**src/rtl/fpu_issue_ctrl_if.sv**
```systemverilog
// Request, exception-checker, core and response signals of the FPU issue controller.
// The slave modport is the controller's view; master is the surrounding environment.
interface fpu_issue_ctrl_if;
  logic [1:0]  req_valid;
  logic [1:0]  req_ready;
  logic [3:0]  req_op;
  logic [15:0] req_a;
  logic [15:0] req_b;
  logic [1:0]  exc_op;
  logic [7:0]  exc_a;
  logic [7:0]  exc_b;
  logic        exc_flag;
  logic        core_start;
  logic [1:0]  core_op;
  logic [7:0]  core_a;
  logic [7:0]  core_b;
  logic        core_done;
  logic [7:0]  core_result;
  logic        rsp_valid;
  logic        rsp_ready;
  logic        rsp_id;
  logic [7:0]  rsp_result;
  logic [1:0]  rsp_status;

  modport master (
    output req_valid, req_op, req_a, req_b, exc_flag, core_done, core_result, rsp_ready,
    input  req_ready, exc_op, exc_a, exc_b, core_start, core_op, core_a, core_b,
           rsp_valid, rsp_id, rsp_result, rsp_status
  );

  modport slave (
    input  req_valid, req_op, req_a, req_b, exc_flag, core_done, core_result, rsp_ready,
    output req_ready, exc_op, exc_a, exc_b, core_start, core_op, core_a, core_b,
           rsp_valid, rsp_id, rsp_result, rsp_status
  );
endinterface

```
**src/rtl/fpu_issue_ctrl.sv**
```systemverilog
// Two-requester round-robin issue controller for the shared 8-bit FPU datapath.
// Optional WAIT-state watchdog enabled by defining FPU_TIMEOUT_EN.
module fpu_issue_ctrl #(
`ifdef FPU_TIMEOUT_EN
  parameter int unsigned TIMEOUT_CYC = 64,
`endif
  parameter logic [7:0]  QNAN        = 8'h7F
) (
  input  logic            clk,
  input  logic            rst,
  fpu_issue_ctrl_if.slave bus
);

  localparam int unsigned DW  = 8;
  localparam int unsigned OPW = 2;

  localparam logic [1:0] ST_OK      = 2'b00;
  localparam logic [1:0] ST_EXC     = 2'b01;
  localparam logic [1:0] ST_ILLEGAL = 2'b11;
`ifdef FPU_TIMEOUT_EN
  localparam logic [1:0] ST_TIMEOUT = 2'b10;
  localparam int unsigned CNT_W     = 8;
`endif

  typedef enum logic [2:0] {
    S_IDLE  = 3'd0,
    S_CHECK = 3'd1,
    S_ISSUE = 3'd2,
    S_WAIT  = 3'd3,
    S_RESP  = 3'd4
  } state_t;

  state_t          state_q, state_d;
  logic            rr_q;
  logic            id_q;
  logic [OPW-1:0]  op_q;
  logic [DW-1:0]   a_q, b_q;
  logic [DW-1:0]   res_q;
  logic [1:0]      sts_q;
  logic            any_valid_c, grant_c, accept_c, illegal_c;
`ifdef FPU_TIMEOUT_EN
  logic [CNT_W-1:0] cnt_q;
  logic             tmo_c;
`endif

  // Pointer requester wins when valid, otherwise the other one.
  always_comb begin
    any_valid_c = |bus.req_valid;
    grant_c     = bus.req_valid[rr_q] ? rr_q : ~rr_q;
    accept_c    = (state_q == S_IDLE) && any_valid_c;
    illegal_c   = (op_q == 2'b11);
`ifdef FPU_TIMEOUT_EN
    tmo_c       = (state_q == S_WAIT) && (cnt_q == CNT_W'(TIMEOUT_CYC - 1));
`endif
  end

  always_ff @(posedge clk) begin
    if (rst) state_q <= S_IDLE;
    else     state_q <= state_d;
  end

  always_comb begin
    state_d = state_q;
    case (state_q)
      S_IDLE:  if (accept_c) state_d = S_CHECK;
      S_CHECK: state_d = (illegal_c || bus.exc_flag) ? S_RESP : S_ISSUE;
      S_ISSUE: state_d = S_WAIT;
      S_WAIT: begin
        if (bus.core_done) state_d = S_RESP;
`ifdef FPU_TIMEOUT_EN
        else if (tmo_c)    state_d = S_RESP;
`endif
      end
      S_RESP:  if (bus.rsp_ready) state_d = S_IDLE;
      default: state_d = S_IDLE;
    endcase
  end

  always_comb begin
    bus.req_ready  = 2'b00;
    bus.core_start = 1'b0;
    bus.rsp_valid  = 1'b0;
    case (state_q)
      S_IDLE:  if (any_valid_c) bus.req_ready = 2'b01 << grant_c;
      S_ISSUE: bus.core_start = 1'b1;
      S_RESP:  bus.rsp_valid  = 1'b1;
      default: ;
    endcase
  end

  // Operand latch, arbitration pointer and response capture.
  always_ff @(posedge clk) begin
    if (rst) begin
      rr_q  <= 1'b0;
      id_q  <= 1'b0;
      op_q  <= '0;
      a_q   <= '0;
      b_q   <= '0;
      res_q <= '0;
      sts_q <= ST_OK;
`ifdef FPU_TIMEOUT_EN
      cnt_q <= '0;
`endif
    end else begin
      if (accept_c) begin
        rr_q <= ~grant_c;
        id_q <= grant_c;
        op_q <= grant_c ? bus.req_op[3:2] : bus.req_op[1:0];
        a_q  <= grant_c ? bus.req_a[15:8] : bus.req_a[7:0];
        b_q  <= grant_c ? bus.req_b[15:8] : bus.req_b[7:0];
      end
      if (state_q == S_CHECK) begin
        // Illegal opcode outranks whatever the checker reports.
        if (illegal_c) begin
          res_q <= QNAN;
          sts_q <= ST_ILLEGAL;
        end else if (bus.exc_flag) begin
          res_q <= QNAN;
          sts_q <= ST_EXC;
        end
      end
      if (state_q == S_WAIT) begin
        if (bus.core_done) begin
          res_q <= bus.core_result;
          sts_q <= ST_OK;
        end
`ifdef FPU_TIMEOUT_EN
        else if (tmo_c) begin
          res_q <= QNAN;
          sts_q <= ST_TIMEOUT;
        end
`endif
      end
`ifdef FPU_TIMEOUT_EN
      if (state_q == S_ISSUE)     cnt_q <= '0;
      else if (state_q == S_WAIT) cnt_q <= cnt_q + CNT_W'(1);
`endif
    end
  end

  assign bus.exc_op     = op_q;
  assign bus.exc_a      = a_q;
  assign bus.exc_b      = b_q;
  assign bus.core_op    = op_q;
  assign bus.core_a     = a_q;
  assign bus.core_b     = b_q;
  assign bus.rsp_id     = id_q;
  assign bus.rsp_result = res_q;
  assign bus.rsp_status = sts_q;

endmodule

```
**src/flat_wrapper.sv**
```systemverilog
// flat-port wrapper written by rule: the top's interface ports become plain ports
module fpu_issue_ctrl_flat 
#(

  parameter logic [7:0]  QNAN        = 8'h7F
)
  (clk, rst, bus_req_valid, bus_req_op, bus_req_a, bus_req_b, bus_exc_flag, bus_core_done, bus_core_result, bus_rsp_ready, bus_req_ready, bus_exc_op, bus_exc_a, bus_exc_b, bus_core_start, bus_core_op, bus_core_a, bus_core_b, bus_rsp_valid, bus_rsp_id, bus_rsp_result, bus_rsp_status);
  fpu_issue_ctrl_if bus_i ();
  input  logic clk;
  input  logic rst;
  input wire logic [$bits(bus_i.req_valid)-1:0] bus_req_valid;
  input wire logic [$bits(bus_i.req_op)-1:0] bus_req_op;
  input wire logic [$bits(bus_i.req_a)-1:0] bus_req_a;
  input wire logic [$bits(bus_i.req_b)-1:0] bus_req_b;
  input wire logic [$bits(bus_i.exc_flag)-1:0] bus_exc_flag;
  input wire logic [$bits(bus_i.core_done)-1:0] bus_core_done;
  input wire logic [$bits(bus_i.core_result)-1:0] bus_core_result;
  input wire logic [$bits(bus_i.rsp_ready)-1:0] bus_rsp_ready;
  output wire logic [$bits(bus_i.req_ready)-1:0] bus_req_ready;
  output wire logic [$bits(bus_i.exc_op)-1:0] bus_exc_op;
  output wire logic [$bits(bus_i.exc_a)-1:0] bus_exc_a;
  output wire logic [$bits(bus_i.exc_b)-1:0] bus_exc_b;
  output wire logic [$bits(bus_i.core_start)-1:0] bus_core_start;
  output wire logic [$bits(bus_i.core_op)-1:0] bus_core_op;
  output wire logic [$bits(bus_i.core_a)-1:0] bus_core_a;
  output wire logic [$bits(bus_i.core_b)-1:0] bus_core_b;
  output wire logic [$bits(bus_i.rsp_valid)-1:0] bus_rsp_valid;
  output wire logic [$bits(bus_i.rsp_id)-1:0] bus_rsp_id;
  output wire logic [$bits(bus_i.rsp_result)-1:0] bus_rsp_result;
  output wire logic [$bits(bus_i.rsp_status)-1:0] bus_rsp_status;
  assign bus_i.req_valid = bus_req_valid;
  assign bus_i.req_op = bus_req_op;
  assign bus_i.req_a = bus_req_a;
  assign bus_i.req_b = bus_req_b;
  assign bus_i.exc_flag = bus_exc_flag;
  assign bus_i.core_done = bus_core_done;
  assign bus_i.core_result = bus_core_result;
  assign bus_i.rsp_ready = bus_rsp_ready;
  assign bus_req_ready = bus_i.req_ready;
  assign bus_exc_op = bus_i.exc_op;
  assign bus_exc_a = bus_i.exc_a;
  assign bus_exc_b = bus_i.exc_b;
  assign bus_core_start = bus_i.core_start;
  assign bus_core_op = bus_i.core_op;
  assign bus_core_a = bus_i.core_a;
  assign bus_core_b = bus_i.core_b;
  assign bus_rsp_valid = bus_i.rsp_valid;
  assign bus_rsp_id = bus_i.rsp_id;
  assign bus_rsp_result = bus_i.rsp_result;
  assign bus_rsp_status = bus_i.rsp_status;
  fpu_issue_ctrl #(.QNAN(QNAN)) u_core (.clk(clk), .rst(rst), .bus(bus_i));
endmodule
```
**config.mk**
```make
export PLATFORM = sky130hd
export DESIGN_NAME = fpu_issue_ctrl_flat
export DESIGN_NICKNAME = d
export VERILOG_FILES = /design/src/rtl/fpu_issue_ctrl_if.sv /design/src/rtl/fpu_issue_ctrl.sv /design/src/flat_wrapper.sv
export SDC_FILE = /design/constraint.sdc
export NUM_CORES = 1
export LEC_CHECK = 0
export ABC_AREA = 0
export CORE_MARGIN = 4
export CORE_UTILIZATION = 65
export DETAILED_ROUTE_END_ITERATION = 8
export DONT_BUFFER_PORTS = 1
export PLACE_DENSITY = 0.84
export SETUP_SLACK_MARGIN = 0.4
export SYNTH_ARGS = -nofsm -noshare
export SYNTH_HDL_FRONTEND = slang
export SYNTH_SLANG_ARGS = --single-unit
```
**constraint.sdc**
```tcl
create_clock -name clk -period 3.44 [get_ports clk]
set_clock_uncertainty 0.05 [all_clocks]
set_input_delay 1.032 -clock clk [delete_from_list [all_inputs] [get_ports clk]]
set_output_delay 1.032 -clock clk [all_outputs]
set_load 0.005 [all_outputs]
```
==> impl_metrics.csv <==
group,metric,value,unit
setup_path,crit_path_end_kind,"primary output",
global_route,grt_usage,0.239,
route,drc_errors,0,
route,wirelength,4.21,mm
min_path,hold_path_class,"flop to flop",
timing,max-slew-margin-rel,0.533,
power_and_ir_drop,powerDensity,591,nW/um^2
setup_path,rrSetupSlack,1.72,ns
timing,setup_slack,0.725,ns
global_route,grt_first_pass_wirelength,6.61,mm
timing,fin_crit_sh,0.789,
logic_synthesis,ys_types,37,
finish,final_util,0.664,
route,detail-route-antenna-nets,0,
place,io_buffers,0,
logic_synthesis,synthArstFlopShare,0,
place,place.gp.congestion,0.717,
setup_path,crit_type,"primary input to primary output",
power_and_ir_drop,ir_drop,0.508,mV
timing,hold_ws,0.469,ns
clock_tree,clkTransAtPathRegs,0.10,ns
logic_synthesis,syn_inst,215,
place,place_ws,0.724,ns
place,post-place-cells,212,
finish,fill_cells,242,
setup_path,worstPathMaxFanout,15,
logic_synthesis,ys_ff_latch,33,
logic_synthesis,ys_seq_area_frac,0.368,
logic_synthesis,synth_area,1800,um^2
logic_synthesis,synth.net_count,266,
route,dr.pass1.iters,4,
place,placed_area,1620,um^2
finish,seqCellArea,661,um^2
clock_tree,cts_setup_buffers,0,
min_path,hold_depth,2,
timing,fmax,0.368,GHz
clock_tree,h-tree-depth,2,
setup_path,start_kind,"primary input",
logic_synthesis,synth-edff-count,0,
place,dp_hpwl,3.11,mm
timing,setup_viol,0,
timing,hold_violations,0,
global_route,grt_pass1_vias,1560,
timing,drv_slew,0,
timing,layout_min_cycle_time,2.71,ns
route,wl_per_cell,19.1,um
setup_path,cp.required,2.36,ns
status,status,"finished, final reports clean",
logic_synthesis,synth_area_per_cell,8.35,um^2
clock_tree,cts_hold_buf,0,
setup_path,reg2regPathDepth,4,
logic_synthesis,synth_ff_type,"dfxtp_1",
logic_synthesis,yosysWarningCount,0,
clock_tree,root_buffer,"clkbuf_4",
timing,max_slew.worst_pin.slew,0.697,ns
global_route,grt_overflow,0,
clock_tree,clkSinkCount,33,
power_and_ir_drop,power,998,uW
floorplan,die_x,60.6,um
clock_tree,clk_path_buf_depth,2,
global_route,antenna_found_initial,0,
route,drt_iter0_drc,75,
floorplan,die_area,3670,um^2
clock_tree,cts_resized,0,
clock_tree,insertion_delay,0.33,ns
finish,syn_to_final_growth,-5.92,%
timing,tns,0,ns
finish,stdcell_count,220,
floorplan,core_area,2540,um^2
timing,rsz0062_at_grt,"false",
floorplan,std_cell_rows,18,
finish,multi_input_area,853,um^2
global_route,grt_max_degree,34,
route,via_per_inst,6.90,
clock_tree,tritoncts,"done",
setup_path,critical_path_arrival,1.63,ns
floorplan,start_util,0.706,
flow_run,cap_violations,0,
finish,diodes,0,
power_and_ir_drop,p_leak,0.597,nW
finish,nNetsFinal,240,
finish,postLayoutCellArea,1690,um^2
finish,drive_gt1_frac,0.105,
route,route.vias.total,1517,
floorplan,die_h,60.6,um
floorplan,ios,102,
clock_tree,cts_buffers,5,
-- placed cells by master, fill, tap and decap left out, types with 3 or more instances in the layout --
cell,instances
a21oi_1,23
nor2_1,12
nand2_1,3
nand3_1,19
inv_1,4
dfxtp_1,33
buf_4,7
clkbuf_4,5
o21ai_0,18
nor3_1,10
a311oi_1,18
a211oi_1,9
-- cell families after synthesis --
kind of cell           synth area share
AOI/OAI and AO/OA                 0.284
buffers and inverters             0.157
DFF                               0.368
and+or+nand+nor                   0.192
-- sequential cells by signal (all words and copies together), names as in the netlist --
name	count
u_core.bus.core_a	8
u_core.bus.core_b	8
u_core.bus.core_op	2
u_core.bus.rsp_id	1
u_core.bus.rsp_result	8
u_core.bus.rsp_status	2
u_core.rr_q	1
u_core.state_q	3
-- worst max-delay path: stages --
cell and delay, ns:
or2_0 0.22, buf_4 0.19, nand4_1 0.12, inv_1 0.06
-- layout make-up --
type                    instances  area share
repair buffers                  7      0.0311
clock inverters                 1     0.00296
multi-input cells             138       0.505
clock buffers                   7      0.0385
inverters                       4     0.00889
well taps                      30      0.0222
flip-flops and latches         33       0.391
-- power by group --
group	switching [mW]	internal, mW
Combinational	0.135	0.0998
Sequential	0.0734	0.441
Clock	0.130	0.118
Total	0.339	0.659
-- metal layers --
layer / GRT usage / share of wire / vias up
li1: - / - / 733
met2: 0.449 / 0.52 / 73
met4: 0.111 / 0.020 / 0
met1: 0.234 / 0.36 / 702
met5: 0 / 0 / -
met3: 0.0787 / 0.10 / 9
-- synthesized netlist by cell type, types with 2 or more instances --
library cell	number	share of area
a211oi_1	9	0.038
nand3_1	19	0.053
inv_1	4	0.0084
nand2b_1	2	0.0070
clkbuf_1	3	0.0063
buf_2	10	0.028
clkbuf_2	2	0.0056
o21ai_1	2	0.0056
dfxtp_1	33	0.37
buf_6	2	0.013
buf_4	23	0.096
nor2b_1	2	0.0070
nor3_1	10	0.028
o21ai_0	18	0.050
nand2_1	3	0.0063
a311oi_1	18	0.088
nor2_1	12	0.025
a21oi_1	23	0.064
a2111oi_0	2	0.0098
-- path summary, 6_finish.rpt --
| kind | startpoint | endpoint |
|---|---|---|
| worst max register to register | u_core.state_q[2] | u_core.bus.core_b[7] |
| worst max-delay path | bus_req_valid[1] | bus_req_ready[1] |
| worst min register to register | u_core.bus.rsp_id | u_core.bus.rsp_id |
| worst min-delay path | u_core.bus.rsp_id | u_core.bus.rsp_id |
No activity file was read; power rests on OpenSTA's default activity.
